[src/rtl/spi_link_if.sv]
// ---------------------------------------------------------------------------
// spi_link_if
// Bundles the host-side transfer handshake, the slave preload/capture bytes
// and the observable SPI lines of spi_link.
//   master modport : the host that issues transfers and observes the link
//   slave  modport : the spi_link block itself
// Signals:
//   i_Tx_Byte / i_Tx_Valid / o_Tx_Ready : host transmit handshake
//   o_Rx_Byte / o_Rx_Hold               : byte returned to the host + pulse
//   i_Slv_Tx_Byte                       : byte the slave answers with
//   o_Slv_Rx_Byte / o_Slv_Rx_Valid      : byte the slave captured + pulse
//   o_SPI_Clk / o_SPI_CSLow / o_SPI_Mosi / o_SPI_Miso : SPI wires
// ---------------------------------------------------------------------------
interface spi_link_if #(
    parameter int DATA_WIDTH = 8
);
    logic [DATA_WIDTH-1:0] i_Tx_Byte;
    logic                  i_Tx_Valid;
    logic                  o_Tx_Ready;
    logic [DATA_WIDTH-1:0] o_Rx_Byte;
    logic                  o_Rx_Hold;
    logic [DATA_WIDTH-1:0] i_Slv_Tx_Byte;
    logic [DATA_WIDTH-1:0] o_Slv_Rx_Byte;
    logic                  o_Slv_Rx_Valid;
    logic                  o_SPI_Clk;
    logic                  o_SPI_CSLow;
    logic                  o_SPI_Mosi;
    logic                  o_SPI_Miso;

    modport master (
        output i_Tx_Byte, i_Tx_Valid, i_Slv_Tx_Byte,
        input  o_Tx_Ready, o_Rx_Byte, o_Rx_Hold, o_Slv_Rx_Byte, o_Slv_Rx_Valid,
        input  o_SPI_Clk, o_SPI_CSLow, o_SPI_Mosi, o_SPI_Miso
    );

    modport slave (
        input  i_Tx_Byte, i_Tx_Valid, i_Slv_Tx_Byte,
        output o_Tx_Ready, o_Rx_Byte, o_Rx_Hold, o_Slv_Rx_Byte, o_Slv_Rx_Valid,
        output o_SPI_Clk, o_SPI_CSLow, o_SPI_Mosi, o_SPI_Miso
    );
endinterface

[src/rtl/spi_link.sv]
// ---------------------------------------------------------------------------
// spi_link
// SPI master and SPI slave wired back-to-back in one clock domain.
// The master takes a byte from the valid/ready host port, frames it with
// chip select, shifts it out MSB first and captures the slave's answer.
// The slave detects edges of the (registered) SPI clock and chip select,
// returns a byte preloaded at CS falling and captures the master's byte.
// Ports:
//   clk   : system clock, rising edge
//   reset : asynchronous, active-low
//   bus   : spi_link_if slave modport (handshake, bytes, SPI wires)
// ---------------------------------------------------------------------------
module spi_link #(
    parameter int CPOL              = 0,
    parameter int CPHA              = 0,
    parameter int DATA_WIDTH        = 8,
    parameter int CLKS_PER_HALF_BIT = 2,
    parameter int CS_INACTIVE_CLKS  = 2
) (
    input  logic       clk,
    input  logic       reset,
    spi_link_if.slave  bus
);
    localparam int CW = 16;
    localparam int EW = $clog2(2 * DATA_WIDTH + 1);
    localparam int BW = $clog2(DATA_WIDTH + 1);

    localparam logic [CW-1:0] HALF_LAST = CW'(CLKS_PER_HALF_BIT - 1);
    localparam logic [CW-1:0] GAP_LAST  = CW'(CS_INACTIVE_CLKS - 1);
    localparam logic [EW-1:0] EDGE_LAST = EW'(2 * DATA_WIDTH - 1);
    localparam logic [BW-1:0] BIT_LAST  = BW'(DATA_WIDTH - 1);
    localparam logic          IDLE_LVL  = (CPOL != 0);
    // Leading edges sample in CPHA=0, trailing edges sample in CPHA=1.
    localparam logic          SAMPLE_ON_LEAD = (CPHA == 0);

    typedef enum logic [2:0] {M_IDLE, M_CS_SETUP, M_XFER, M_CS_HOLD, M_CS_GAP} m_state_t;
    typedef enum logic {S_IDLE, S_ACTIVE} s_state_t;

    // Master registers
    m_state_t              m_state, m_state_nxt;
    logic [CW-1:0]         m_cnt, m_cnt_nxt;
    logic [EW-1:0]         m_edges, m_edges_nxt;
    logic [DATA_WIDTH-1:0] m_tx_sr, m_tx_sr_nxt;
    logic [DATA_WIDTH-1:0] m_rx_sr, m_rx_sr_nxt;
    logic                  sclk, sclk_nxt;
    logic                  cs_n, cs_n_nxt;
    logic                  mosi, mosi_nxt;
    logic [DATA_WIDTH-1:0] rx_byte, rx_byte_nxt;
    logic                  rx_hold, rx_hold_nxt;

    // Slave registers
    s_state_t              s_state, s_state_nxt;
    logic                  s_sclk_q, s_cs_q;
    logic [DATA_WIDTH-1:0] s_tx_sr, s_tx_sr_nxt;
    logic [DATA_WIDTH-1:0] s_rx_sr, s_rx_sr_nxt;
    logic [BW-1:0]         s_bits, s_bits_nxt;
    logic                  s_miso, s_miso_nxt;
    logic [DATA_WIDTH-1:0] slv_rx_byte, slv_rx_byte_nxt;
    logic                  slv_rx_valid, slv_rx_valid_nxt;

    logic m_half_done;
    logic m_lead;
    logic miso;
    logic s_cs_fall, s_cs_rise, s_edge, s_lead;

    assign m_half_done = (m_cnt == HALF_LAST);
    // The edge about to be generated leaves the idle level when sclk is idle.
    assign m_lead      = (sclk == IDLE_LVL);
    // MISO is forced low whenever chip select is inactive.
    assign miso        = s_miso & ~cs_n;

    assign s_cs_fall = s_cs_q & ~cs_n;
    assign s_cs_rise = ~s_cs_q & cs_n;
    assign s_edge    = (sclk != s_sclk_q);
    assign s_lead    = (s_sclk_q == IDLE_LVL);

    assign bus.o_Tx_Ready     = (m_state == M_IDLE);
    assign bus.o_Rx_Byte      = rx_byte;
    assign bus.o_Rx_Hold      = rx_hold;
    assign bus.o_Slv_Rx_Byte  = slv_rx_byte;
    assign bus.o_Slv_Rx_Valid = slv_rx_valid;
    assign bus.o_SPI_Clk      = sclk;
    assign bus.o_SPI_CSLow    = cs_n;
    assign bus.o_SPI_Mosi     = mosi;
    assign bus.o_SPI_Miso     = miso;

    // ---------------- master next-state / outputs ----------------
    always_comb begin
        m_state_nxt = m_state;
        m_cnt_nxt   = m_cnt;
        m_edges_nxt = m_edges;
        m_tx_sr_nxt = m_tx_sr;
        m_rx_sr_nxt = m_rx_sr;
        sclk_nxt    = sclk;
        cs_n_nxt    = cs_n;
        mosi_nxt    = mosi;
        rx_byte_nxt = rx_byte;
        rx_hold_nxt = 1'b0;

        case (m_state)
            M_IDLE: begin
                if (bus.i_Tx_Valid) begin
                    m_state_nxt = M_CS_SETUP;
                    m_cnt_nxt   = '0;
                    cs_n_nxt    = 1'b0;
                    if (CPHA == 0) begin
                        // MSB goes out immediately; the shifter holds the rest.
                        mosi_nxt    = bus.i_Tx_Byte[DATA_WIDTH-1];
                        m_tx_sr_nxt = {bus.i_Tx_Byte[DATA_WIDTH-2:0], 1'b0};
                    end else begin
                        m_tx_sr_nxt = bus.i_Tx_Byte;
                    end
                end
            end
            M_CS_SETUP: begin
                if (m_half_done) begin
                    m_state_nxt = M_XFER;
                    m_cnt_nxt   = '0;
                    m_edges_nxt = '0;
                end else begin
                    m_cnt_nxt = m_cnt + CW'(1);
                end
            end
            M_XFER: begin
                if (m_half_done) begin
                    m_cnt_nxt   = '0;
                    sclk_nxt    = ~sclk;
                    m_edges_nxt = m_edges + EW'(1);
                    if (m_lead == SAMPLE_ON_LEAD) begin
                        m_rx_sr_nxt = {m_rx_sr[DATA_WIDTH-2:0], miso};
                    end else begin
                        mosi_nxt    = m_tx_sr[DATA_WIDTH-1];
                        m_tx_sr_nxt = {m_tx_sr[DATA_WIDTH-2:0], 1'b0};
                    end
                    // Last edge brings sclk back to its idle level.
                    if (m_edges == EDGE_LAST) begin
                        m_state_nxt = M_CS_HOLD;
                    end
                end else begin
                    m_cnt_nxt = m_cnt + CW'(1);
                end
            end
            M_CS_HOLD: begin
                if (m_half_done) begin
                    m_state_nxt = M_CS_GAP;
                    m_cnt_nxt   = '0;
                    cs_n_nxt    = 1'b1;
                    rx_byte_nxt = m_rx_sr;
                    rx_hold_nxt = 1'b1;
                end else begin
                    m_cnt_nxt = m_cnt + CW'(1);
                end
            end
            M_CS_GAP: begin
                if (m_cnt == GAP_LAST) begin
                    m_state_nxt = M_IDLE;
                end else begin
                    m_cnt_nxt = m_cnt + CW'(1);
                end
            end
            default: m_state_nxt = M_IDLE;
        endcase
    end

    always_ff @(posedge clk or negedge reset) begin
        if (!reset) begin
            m_state <= M_IDLE;
            m_cnt   <= '0;
            m_edges <= '0;
            m_tx_sr <= '0;
            m_rx_sr <= '0;
            sclk    <= IDLE_LVL;
            cs_n    <= 1'b1;
            mosi    <= 1'b0;
            rx_byte <= '0;
            rx_hold <= 1'b0;
        end else begin
            m_state <= m_state_nxt;
            m_cnt   <= m_cnt_nxt;
            m_edges <= m_edges_nxt;
            m_tx_sr <= m_tx_sr_nxt;
            m_rx_sr <= m_rx_sr_nxt;
            sclk    <= sclk_nxt;
            cs_n    <= cs_n_nxt;
            mosi    <= mosi_nxt;
            rx_byte <= rx_byte_nxt;
            rx_hold <= rx_hold_nxt;
        end
    end

    // ---------------- slave next-state / outputs ----------------
    // Edges are seen one clk after the master makes them; with at least two
    // clks per half bit the mirrored shift still lands before the next sample.
    always_comb begin
        s_state_nxt      = s_state;
        s_tx_sr_nxt      = s_tx_sr;
        s_rx_sr_nxt      = s_rx_sr;
        s_bits_nxt       = s_bits;
        s_miso_nxt       = s_miso;
        slv_rx_byte_nxt  = slv_rx_byte;
        slv_rx_valid_nxt = 1'b0;

        case (s_state)
            S_IDLE: begin
                if (s_cs_fall) begin
                    s_state_nxt = S_ACTIVE;
                    s_bits_nxt  = '0;
                    if (CPHA == 0) begin
                        s_miso_nxt  = bus.i_Slv_Tx_Byte[DATA_WIDTH-1];
                        s_tx_sr_nxt = {bus.i_Slv_Tx_Byte[DATA_WIDTH-2:0], 1'b0};
                    end else begin
                        s_miso_nxt  = 1'b0;
                        s_tx_sr_nxt = bus.i_Slv_Tx_Byte;
                    end
                end
            end
            S_ACTIVE: begin
                if (s_cs_rise) begin
                    // Any partially received byte is simply dropped.
                    s_state_nxt = S_IDLE;
                    s_miso_nxt  = 1'b0;
                end else if (s_edge) begin
                    if (s_lead == SAMPLE_ON_LEAD) begin
                        s_rx_sr_nxt = {s_rx_sr[DATA_WIDTH-2:0], mosi};
                        s_bits_nxt  = s_bits + BW'(1);
                        if (s_bits == BIT_LAST) begin
                            slv_rx_byte_nxt  = {s_rx_sr[DATA_WIDTH-2:0], mosi};
                            slv_rx_valid_nxt = 1'b1;
                        end
                    end else begin
                        s_miso_nxt  = s_tx_sr[DATA_WIDTH-1];
                        s_tx_sr_nxt = {s_tx_sr[DATA_WIDTH-2:0], 1'b0};
                    end
                end
            end
            default: s_state_nxt = S_IDLE;
        endcase
    end

    always_ff @(posedge clk or negedge reset) begin
        if (!reset) begin
            s_state      <= S_IDLE;
            s_sclk_q     <= IDLE_LVL;
            s_cs_q       <= 1'b1;
            s_tx_sr      <= '0;
            s_rx_sr      <= '0;
            s_bits       <= '0;
            s_miso       <= 1'b0;
            slv_rx_byte  <= '0;
            slv_rx_valid <= 1'b0;
        end else begin
            s_state      <= s_state_nxt;
            s_sclk_q     <= sclk;
            s_cs_q       <= cs_n;
            s_tx_sr      <= s_tx_sr_nxt;
            s_rx_sr      <= s_rx_sr_nxt;
            s_bits       <= s_bits_nxt;
            s_miso       <= s_miso_nxt;
            slv_rx_byte  <= slv_rx_byte_nxt;
            slv_rx_valid <= slv_rx_valid_nxt;
        end
    end
endmodule

[src/flat_wrapper.sv]
// flat-port wrapper written by rule: the top's interface ports become plain ports
module spi_link_flat 
#(
    parameter int CPOL              = 0,
    parameter int CPHA              = 0,
    parameter int DATA_WIDTH        = 8,
    parameter int CLKS_PER_HALF_BIT = 2,
    parameter int CS_INACTIVE_CLKS  = 2
)
  (clk, reset, bus_i_Tx_Byte, bus_i_Tx_Valid, bus_i_Slv_Tx_Byte, bus_o_Tx_Ready, bus_o_Rx_Byte, bus_o_Rx_Hold, bus_o_Slv_Rx_Byte, bus_o_Slv_Rx_Valid, bus_o_SPI_Clk, bus_o_SPI_CSLow, bus_o_SPI_Mosi, bus_o_SPI_Miso);
  spi_link_if #(.DATA_WIDTH(DATA_WIDTH)) bus_i ();
  input  logic clk;
  input  logic reset;
  input wire logic [$bits(bus_i.i_Tx_Byte)-1:0] bus_i_Tx_Byte;
  input wire logic [$bits(bus_i.i_Tx_Valid)-1:0] bus_i_Tx_Valid;
  input wire logic [$bits(bus_i.i_Slv_Tx_Byte)-1:0] bus_i_Slv_Tx_Byte;
  output wire logic [$bits(bus_i.o_Tx_Ready)-1:0] bus_o_Tx_Ready;
  output wire logic [$bits(bus_i.o_Rx_Byte)-1:0] bus_o_Rx_Byte;
  output wire logic [$bits(bus_i.o_Rx_Hold)-1:0] bus_o_Rx_Hold;
  output wire logic [$bits(bus_i.o_Slv_Rx_Byte)-1:0] bus_o_Slv_Rx_Byte;
  output wire logic [$bits(bus_i.o_Slv_Rx_Valid)-1:0] bus_o_Slv_Rx_Valid;
  output wire logic [$bits(bus_i.o_SPI_Clk)-1:0] bus_o_SPI_Clk;
  output wire logic [$bits(bus_i.o_SPI_CSLow)-1:0] bus_o_SPI_CSLow;
  output wire logic [$bits(bus_i.o_SPI_Mosi)-1:0] bus_o_SPI_Mosi;
  output wire logic [$bits(bus_i.o_SPI_Miso)-1:0] bus_o_SPI_Miso;
  assign bus_i.i_Tx_Byte = bus_i_Tx_Byte;
  assign bus_i.i_Tx_Valid = bus_i_Tx_Valid;
  assign bus_i.i_Slv_Tx_Byte = bus_i_Slv_Tx_Byte;
  assign bus_o_Tx_Ready = bus_i.o_Tx_Ready;
  assign bus_o_Rx_Byte = bus_i.o_Rx_Byte;
  assign bus_o_Rx_Hold = bus_i.o_Rx_Hold;
  assign bus_o_Slv_Rx_Byte = bus_i.o_Slv_Rx_Byte;
  assign bus_o_Slv_Rx_Valid = bus_i.o_Slv_Rx_Valid;
  assign bus_o_SPI_Clk = bus_i.o_SPI_Clk;
  assign bus_o_SPI_CSLow = bus_i.o_SPI_CSLow;
  assign bus_o_SPI_Mosi = bus_i.o_SPI_Mosi;
  assign bus_o_SPI_Miso = bus_i.o_SPI_Miso;
  spi_link #(.CPOL(CPOL), .CPHA(CPHA), .DATA_WIDTH(DATA_WIDTH), .CLKS_PER_HALF_BIT(CLKS_PER_HALF_BIT), .CS_INACTIVE_CLKS(CS_INACTIVE_CLKS)) u_core (.clk(clk), .reset(reset), .bus(bus_i));
endmodule
[config.mk]
export PLATFORM = sky130hd
export DESIGN_NAME = spi_link_flat
export DESIGN_NICKNAME = d
export VERILOG_FILES = /design/src/rtl/spi_link_if.sv /design/src/rtl/spi_link.sv /design/src/flat_wrapper.sv
export SDC_FILE = /design/constraint.sdc
export NUM_CORES = 1
export LEC_CHECK = 0
export BUFFER_PORTS_ARGS = -buffer_cell sky130_fd_sc_hd__buf_2
export CORE_MARGIN = 2
export CORE_UTILIZATION = 35
export CTS_BUF_LIST = sky130_fd_sc_hd__clkbuf_16
export CTS_CLUSTER_DIAMETER = 80
export CTS_CLUSTER_SIZE = 28
export DETAILED_ROUTE_END_ITERATION = 6
export GPL_TIMING_DRIVEN = 0
export PLACE_DENSITY = 0.49
export SLEW_MARGIN = 15
export SYNTH_ARGS = -nofsm -noshare
export SYNTH_HDL_FRONTEND = slang
export SYNTH_SLANG_ARGS = --single-unit
[constraint.sdc]
create_clock -name clk -period 5.34 [get_ports clk]
set_input_delay 0.534 -clock clk [delete_from_list [all_inputs] [get_ports clk]]
set_output_delay 0.534 -clock clk [all_outputs]
set_load 0.02 [all_outputs]
; Word-level counts from Yosys, hierarchy flattened
; Cells that the tools add are included.
[op_classes]
n_addsub = 3
mul = 0
div_mod_pow = 0
order_cmp = 0
eq_ne = 23
shifts = 0
n_mux = 50
bitwise = 9
n_reduce_logical = 19
[ops]
columns = cell, n
row1 = 8-bit 2-to-1 mux, 7
row2 = 16-bit 2-to-1 mux, 3
row3 = 16-bit case mux with 3 select lines, 1
row4 = 8-bit case mux with 2 select lines, 2
row5 = 1-bit 2-to-1 mux, 18
row6 = 3-bit 2-to-1 mux, 6
row7 = 16-bit by 1-bit adder with 16-bit output (second input constant), 1
row8 = 16-bit by 1-bit == test with 1-bit output (second input constant), 1
row9 = 4-bit 2-to-1 mux, 4
row10 = 4-bit AND reduction, 4
row11 = 3-bit case mux with 5 select lines, 1
row12 = 3-bit AND reduction, 5
row13 = 2-bit by 1-bit != test with 1-bit output (second input constant), 7
row14 = 2-bit != test (second input constant), 6
row15 = 5-bit 2-to-1 mux, 2
row16 = 5-bit case mux with 2 select lines, 1
row17 = 1-bit case mux with 2 select lines, 4
row18 = 4-bit case mux with 2 select lines, 1
row19 = 3-bit by 2-bit == test with 1-bit output (second input constant), 2
row20 = 3-bit != test (second input constant), 2
row21 = 1-bit NOT, 6
row22 = 6-bit AND reduction, 1
row23 = 2-bit nonzero test, 3
row24 = 5-bit by 1-bit adder with 5-bit output (second input constant), 1
row25 = 12 further kinds, 15
[word_totals]
reg_bits = 84
latchBits = 0
ramBits = 0
rom_bits = 0
out_inout_bits = 23
mem_count = 0

; Logic depth before layout (Yosys ltp)
; Gate-level depths: netlist of run 1.
[depth]
depth_word = 6
depth_mapped = 8

; Worst setup path before layout of run 1
; OpenSTA, ideal clock, no wires.
[synth_timing]
kind = register to register
from = reg u_core.m_cnt[1]
to = reg u_core.m_rx_sr[0]
setup_ns = 0.125
arrival_time_ns = 1.829
t_required_ns = 5.215
slack_ns = 3.386
path_stages_with_launch = 8
n_path_buf = 1
cell_sequence = dfrtp_1 -> inv_1 -> ha_1 -> nor4b_4 -> nand4_2 -> or3b_1 -> buf_6 -> mux2_4
[synth_between]
elab_chain_cells = 2
[synth_lines]
columns = element, line_no
row1 = "start, declared", spi_link.sv:41  ; logic [CW-1:0] m_cnt, m_cnt_nxt;
row2 = "start signal, assigned", spi_link.sv:179  ; m_cnt <= m_cnt_nxt;
row3 = 16-bit by 1-bit == test with 1-bit output, spi_link.sv:66  ; assign m_half_done = (m_cnt == HALF_LAST);
row4 = 3-bit AND reduction (no line), -
row5 = "end signal, assigned", spi_link.sv:182  ; m_rx_sr <= m_rx_sr_nxt;
row6 = "end, declared", spi_link.sv:44  ; logic [DATA_WIDTH-1:0] m_rx_sr, m_rx_sr_nxt;
; Every way passes these cells.
; A chain may end at the register's enable or synchronous reset.

; Worst setup path in the final report of run 1
[layout_timing]
from = reg u_core.m_cnt[10]
to = reg u_core.rx_byte[3] (netlist: u_core.bus.o_Rx_Byte[3])
[layout_between]
elab_chain_cells = 2
[layout_lines]
columns = element, line_no
row1 = 16-bit by 1-bit == test with 1-bit output, spi_link.sv:66
row2 = 2-bit AND reduction (no line), -
row3 = "end signal, assigned", spi_link.sv:186  ; rx_byte <= rx_byte_nxt;
row4 = "end, declared", spi_link.sv:48  ; logic [DATA_WIDTH-1:0] rx_byte, rx_byte_nxt;
; Every way passes these cells.

==> qor.yml, run 1 <==
outcome:
  status: "finished clean"
cts:
  clockRootBuffer: "clkbuf_16"
  post_cts_buffers: 0
  clk_path_buf_depth: 2
  cts_sinks: 82
  cts_max_level: 3
  clk_latency_ns: 0.34
  clk_pin_slew_worst_paths_ns: 0.07
  cts_tree: "built"
  cts_hold_buf: 0
  ctsResizeCount: 0
  numCtsBuffers: 9
final_layout:
  regArea_um2: 2050
  fillers: 1063
  diodes: 0
  layout_common_cells: "dfrtp_1 (80), buf_2 (43), mux2_2 (36)"
  final_common_cell: "dfrtp_1"
  drive_above_1_share_pct: 30.6
  final_area_um2: 4630
  area_delta_synth_final_pct: 17.4
  multi_input_area_um2: 1740
  nets: 414
timing:
  rsz0062_at_grt: "false"
  final-hold-violation-count: 0
  fmax_mhz: 417
  slew_viol_final: 0
  hold_ws_ns: 0.168
  tightestPinTransition_ns: 0.720
  tns_ns: 0
  slew-limit-headroom_pct: 51.6
  setup_ws_ns: 2.94
  min_period_over_period_pct: 44.9
  fin_crit_ns: 2.40
  setup_viol: 0
  finClkSkew_ns: 0.00576
placement:
  dp_hpwl_um: 5720
  dp_slack_ns: 2.94
  routabilityCongestion: 0.790
  place_area_um2: 4350
  port_buffers: 41
power_and_ir_drop:
  power_switching_uw: 840
  leakage_nw: 2.16
  pwr-share-comb_pct: 35.1
  peakVddDrop_mv: 0.184
  clockPowerShare_pct: 25.2
  switching_share_pct: 36.4
  intPower_mw: 1.47
  power_density_nw_per_um2: 499
  p_seq_share_pct: 39.7
critical_path:
  cp-start-kind: "flip-flop"
  endpoint_kind: "flip-flop"
  startpoint: "u_core.m_cnt[10]$_DFFE_PN0P_"
  crit_fanout: 10
  cp_slowest_stage_delay_ns: 0.63
  timing.rr.start: "u_core.m_cnt[10]$_DFFE_PN0P_"
  cp_slowest_cell: "nor4_4"
  path_class: "reg -> reg"
  crit_chain: "nor3_1 -> nand4_2 -> nor4_4 -> mux2_2"
  crit_required_ns: 5.56
  cp.arrival_ns: 2.62
floorplanning:
  core_area_um2: 10900
  die_x_um: 110
  start_util_pct: 36.2
  die_area_um2: 12100
  rows: 38
  die_h_um: 110
  num_io_pins: 42
drt:
  vias: 2811
  via_per_inst: 5.25
  avgRoutedWirePerCell_um: 15.3
  routed_wl_um: 8170
  drc: 0
  first_pass_iters: 4
  drt-initial-drc-count: 221
  drtAntennaViolNets: 0
global_routing:
  gr-total-overflow: 0
  grt_max_degree: 45
  grt_usage_pct: 14.7
  antenna_found_initial: 0
  grt_pass1_vias: 2796
  grt_pass1_wl_um: 13800
synthesis:
  synth-seq-area-share_pct: 52.2
  syn_nets: 361
  synth_top_area_share_pct: 50.8
  synth_cell_type_count: 58
  syn_area_um2: 3940
  yosys_warnings: 0
  avgSynthCellArea_um2: 11.7
  synthFlopType: "dfrtp_1"
  postSynthCellCount: 337
  ys_ff_latch: 82
  ys_async_sr_fraction_pct: 100
  yosysTopAreaCell: "dfrtp_1"
  synth_edf_count: 0
  synth_top_cells_by_area: "dfrtp_1 (51%), mux2_2 (10%), mux2_4 (3.0%)"
min_path:
  min_path_type: "in -> async"
run:
  maxCapViolCount: 0
==> sequential cells by signal, summed over array words and instances, names as in the netlist <==
register and flops:
u_core.m_tx_sr 7, u_core.bus.o_Slv_Rx_Byte 8, u_core.m_state 3, u_core.m_edges 5
u_core.s_bits 4, u_core.s_sclk_q 1, u_core.m_rx_sr 8, u_core.bus.o_SPI_CSLow 1
u_core.bus.o_Slv_Rx_Valid 1, u_core.s_cs_q 1, u_core.bus.o_Rx_Hold 1, u_core.s_rx_sr 7
u_core.s_state 1, u_core.bus.o_Rx_Byte 8, u_core.m_cnt 16, u_core.s_miso 1
u_core.bus.o_SPI_Clk 1, u_core.s_tx_sr 7, u_core.bus.o_SPI_Mosi 1
==> cell families after synthesis <==
logic type      share of synthesized area [%]
buf+inv                                  3.59
simple gates                             15.7
fa+ha+maj                                1.59
mux                                      14.1
compound gates                           11.8
flops                                    52.2
xor+xnor                                 1.11
==> synth_stat cells (all sizes together), types with 3 or more instances <==
library cell,n
dfrtp,80
mux2,44
nor2,23
inv,16
nand2,14
a21oi,13
o21ai,13
a31oi,9
clkbuf,8
or3,8
and3,7
nand4,7
nor3,7
o22a,7
buf,6
nand3,6
a221o,5
ha,5
nor2b,5
nor4,5
and4,4
o31ai,4
or4,4
a311oi,3
mux2i,3
xor2,3
==> final timing paths <==
| kind | end | slack (ns) | depth (start not counted) |
|---|---|---|---|
| min in group clk | u_core.s_cs_q$_DFF_PN1_ | 0.41 | 0 |
| setup / recovery | u_core.bus.o_Rx_Byte[3]$_DFFE_PN0P_ | 2.94 | 4 |
| hold / removal | u_core.bus.o_Slv_Rx_Byte[5]$_DFFE_PN0P_ | 0.17 | 1 |
| setup reg to reg | u_core.bus.o_Rx_Byte[3]$_DFFE_PN0P_ | 2.94 | 4 |
| hold reg to reg | u_core.s_cs_q$_DFF_PN1_ | 0.41 | 0 |
| max in group asynchronous | u_core.m_edges[1]$_DFFE_PN0P_ | 4.57 | 2 |
==> power by group through the flow <==
| stage | clock, mW | sequential, mW | combinational [mW] |
|---|---|---|---|
| floorplan | 0 | 0.915 | 0.600 |
| global placement | 0 | 0.924 | 0.805 |
| detailed placement | 0 | 0.929 | 0.819 |
| CTS | 0.598 | 0.919 | 0.821 |
| global route | 0.637 | 0.941 | 0.897 |
| finish | 0.582 | 0.917 | 0.811 |
==> layer usage <==
metal | up-vias | track usage, % | part of all wire [%]
li1 | 1366 | - | -
met1 | 1395 | 20.4 | 50
met3 | 6 | 3.06 | 3.5
met4 | 0 | 5.70 | 1.0
met5 | - | 0 | 0
met2 | 44 | 22.5 | 45
==> area by class of cell <==
cell class / instances / share of cell area (%)
Inverter: 16 / 1.30
Multi-Input combinational cell: 225 / 37.7
Clock inverter: 7 / 1.11
Timing Repair Buffer: 42 / 5.09
Tap cell: 140 / 3.79
Clock buffer: 9 / 4.87
Sequential cell: 82 / 44.4
Buffer: 14 / 1.76
==> critical path: cells and delay by family (launching register included) <==
kind	cells	cell delay, ns
simple gates	3	1.45
mux	1	0.41
flops	1	0.41
==> through the flow <==
| step | util (%) | cells | total power, mW |
|---|---|---|---|
| final | 42.5 | 535 | 2.31 |
| after global routing | 42.5 | 535 | 2.47 |
| after CTS | 42.5 | 535 | 2.34 |
| after detailed placement | 39.9 | 519 | 1.75 |
| after global placement | 39.7 | 518 | 1.73 |
| after floorplan | - | 337 | 1.52 |
(Power assumes the default switching activity.)
==> run 2, diff against run 1 <==
--- a/config.mk
+++ b/config.mk
@@ -5,6 +5,7 @@
 export SDC_FILE = /design/constraint.sdc
 export NUM_CORES = 1
 export LEC_CHECK = 0
+export ABC_AREA = 1
 export BUFFER_PORTS_ARGS = -buffer_cell sky130_fd_sc_hd__buf_2
 export CORE_MARGIN = 2
 export CORE_UTILIZATION = 35
==> constraint.sdc (replaced) <==
create_clock -name clk -period 2.3 [get_ports clk]
set_input_delay 0.23 -clock clk [delete_from_list [all_inputs] [get_ports clk]]
set_output_delay 0.23 -clock clk [all_outputs]
set_load 0.02 [all_outputs]
==> run 2 against run 1 <==
Total power rose by 130%. Critical path type unchanged. First-iteration DRC count shrank 29%. Synthesized cell count rose by 40%. Via count is 11% higher. Non-clock buffer count down 2. Setup slack got worse by 2.4 ns. Flip-flop and latch count unchanged.
==> qor.yml, run 2 <==
outcome:
  status: "finished clean"
power_and_ir_drop:
  peakVddDrop_mv: 0.453
  p_total_mw: 5.42
  leakage_nw: 2.45
  power_density_nw_per_um2: 1150
synthesis:
  yosys_warnings: 0
  synth_common_cells: "nand2_1 (152), dfrtp_1 (80), inv_1 (44)"
  synth_fa_ha_area_share_pct: 1.56
  synth_cell_type_count: 33
  ys_async_sr_fraction_pct: 100
  postSynthCellCount: 472
  synth_mux_area_share_pct: 3.25
  synth_xor_xnor_area_share_pct: 1.75
  yosysMostFrequentCell: "nand2_1"
  synthFlopType: "dfrtp_1"
  synth-compound-area-share_pct: 11.7
  yosysTopAreaCell: "dfrtp_1"
  synth-seq-area-share_pct: 51.4
  syn_nets: 496
  synth_top_family_by_area: "simple AND/OR/NAND/NOR gates"
  ys_ff_latch: 82
  synth_edf_count: 0
  synth_top_cells_by_area: "dfrtp_1 (50%), nand2_1 (14%), inv_1 (4.1%)"
  syn_area_um2: 4000
  avgSynthCellArea_um2: 8.47
  synth_top_area_share_pct: 50.1
  yosys.area_share.simple_pct: 24.2
timing:
  setup_viol: 0
  final-hold-violation-count: 0
  slew_viol_final: 0
  fmax_mhz: 581
  tightestPinTransition_ns: 0.572
  min_period_over_period_pct: 74.9
  rsz0062_at_grt: "false"
  fin_crit_ns: 1.72
  setup_ws_ns: 0.578
  tns_ns: 0
  finClkSkew_ns: 0.00380
  hold_ws_ns: 0.144
  slew-limit-headroom_pct: 61.8
drt:
  drtAntennaViolNets: 0
  drt-initial-drc-count: 157
  routed_wl_um: 8230
  drc: 0
  vias: 3127
  via_per_inst: 4.64
  avgRoutedWirePerCell_um: 12.2
  first_pass_iters: 4
critical_path:
  cp_slowest_cell: "dfstp_2"
  endpoint_kind: "flip-flop"
  cp_slowest_stage_delay_ns: 0.55
  cp.arrival_ns: 1.93
  path_class: "reg -> reg"
  cp-start-kind: "flip-flop"
  crit_fanout: 10
  crit_chain: "inv_1 -> o21ai_2 -> inv_1 -> nand2_2 -> inv_1 -> nand2_2 -> buf_2 -> o21ai_0"
  crit_path_frequent_cell: "inv_1"
  crit_required_ns: 2.51
cts:
  cts_sinks: 82
  clk_latency_ns: 0.33
  ctsResizeCount: 0
  clockRootBuffer: "clkbuf_16"
  numCtsBuffers: 9
  clk_path_buf_depth: 2
  clk_pin_slew_worst_paths_ns: 0.06
  cts_max_level: 3
  cts_tree: "built"
final_layout:
  regMostFlops: "u_core.m_cnt"
  drive_above_1_share_pct: 17.5
  nets: 550
  layout_common_cells: "nand2_1 (152), dfrtp_1 (80), inv_1 (46)"
  area_delta_synth_final_pct: 17.8
  largest_register_ffs: 16
  final_common_cell: "nand2_1"
  final_core_util_pct: 41.8
  diodes: 0
placement:
  dp_hpwl_um: 5930
  port_buffers: 41
  routabilityCongestion: 0.806
  dp_slack_ns: 0.564
min_path:
  min_path_type: "in -> reg"
global_routing:
  grt_max_degree: 43
  gr-total-overflow: 0
  grt_usage_pct: 14.6
  grt_pass1_wl_um: 14700
  grt_pass1_vias: 3173
  antenna_found_initial: 0
floorplanning:
  die_area_um2: 12300
  start_util_pct: 35.5
  die_x_um: 111
  die_h_um: 111
  core_area_um2: 11300
  rows: 39
  num_io_pins: 42
run:
  maxCapViolCount: 0
## run 2: cell types whose count changed after synthesis, sizes merged, moves of 9 or more
cell / change
mux2: -44
nor2: +17
a31oi: -9
mux2i: +10
a21oi: -9
o21ai: +47
nand2: +145
nand3: +15
inv: +29
## run 2: critical path: cells and delay by family, from the launching register on
| kind | cells | cell delay [ns] |
|---|---|---|
| simple gates | 2 | 0.28 |
| flops | 1 | 0.55 |
| buf+inv | 4 | 0.50 |
| compound gates | 2 | 0.27 |
## run 2: kinds of logic (layout without fill, tap and decap cells)
group / after synthesis / in the layout
and+or+nand+nor: 229 / 229
buffers and inverters: 56 / 115
adders and majority gates: 5 / 5
AOI/OAI and AO/OA: 79 / 79
xor gates and xnor gates: 8 / 8
DFF: 82 / 82
muxes: 13 / 13
## run 2: layout make-up
| type | count | area, um^2 |
|---|---|---|
| repair buffers | 43 | 245 |
| clock inverters | 7 | 61.3 |
| flip-flops and latches | 82 | 2050 |
| fillers | 1154 | 6560 |
| multi-input cells | 334 | 1700 |
| inverters | 45 | 169 |
| well taps | 143 | 179 |
| plain buffers | 11 | 76.3 |
| clock buffers | 9 | 225 |
## run 2: final timing paths
kind / startpoint / endpoint / slack [ns] / cells past startpoint
worst max-delay path: u_core.bus.o_SPI_CSLow$_DFFE_PN1P_ / u_core.bus.o_Slv_Rx_Byte[6]$_DFFE_PN0P_ / 0.58 / 8
max in group asynchronous: reset / u_core.s_cs_q$_DFF_PN1_ / 1.19 / 3
worst max register to register: u_core.bus.o_SPI_CSLow$_DFFE_PN1P_ / u_core.bus.o_Slv_Rx_Byte[6]$_DFFE_PN0P_ / 0.58 / 8
worst min-delay path: bus_i_Tx_Byte[0] / u_core.m_tx_sr[1]$_DFFE_PN0P_ / 0.14 / 3
min in group asynchronous: reset / u_core.m_cnt[5]$_DFFE_PN0P_ / 0.44 / 2
worst min register to register: u_core.bus.o_SPI_CSLow$_DFFE_PN1P_ / u_core.s_cs_q$_DFF_PN1_ / 0.39 / 0
## run 2: per-layer routing
metal	vias to the layer above	routed length [um]	global-route usage [%]
met4	0	121	5.58
met3	7	301	3.44
met1	1444	4120	19.9
met5	-	0	0
met2	42	3680	22.5
li1	1634	-	-
## run 2: where the power goes
part | switching, mW | internal, mW
clock network | 0.578 | 0.830
registers | 0.257 | 1.84
logic | 1.25 | 0.671
## run 2: stage by stage
step,cell area (um^2),cells
floorplan,4000,472
global placement,4380,656
detailed placement,4410,657
CTS,4710,674
global route,4710,674
finish,4710,674
## run 2: repair_timing
| action | CTS | global route |
|---|---|---|
| hold endpoints to repair | 41 | 0 |
| hold buffers | 1 | 0 |
| buffers inserted | 0 | 0 |
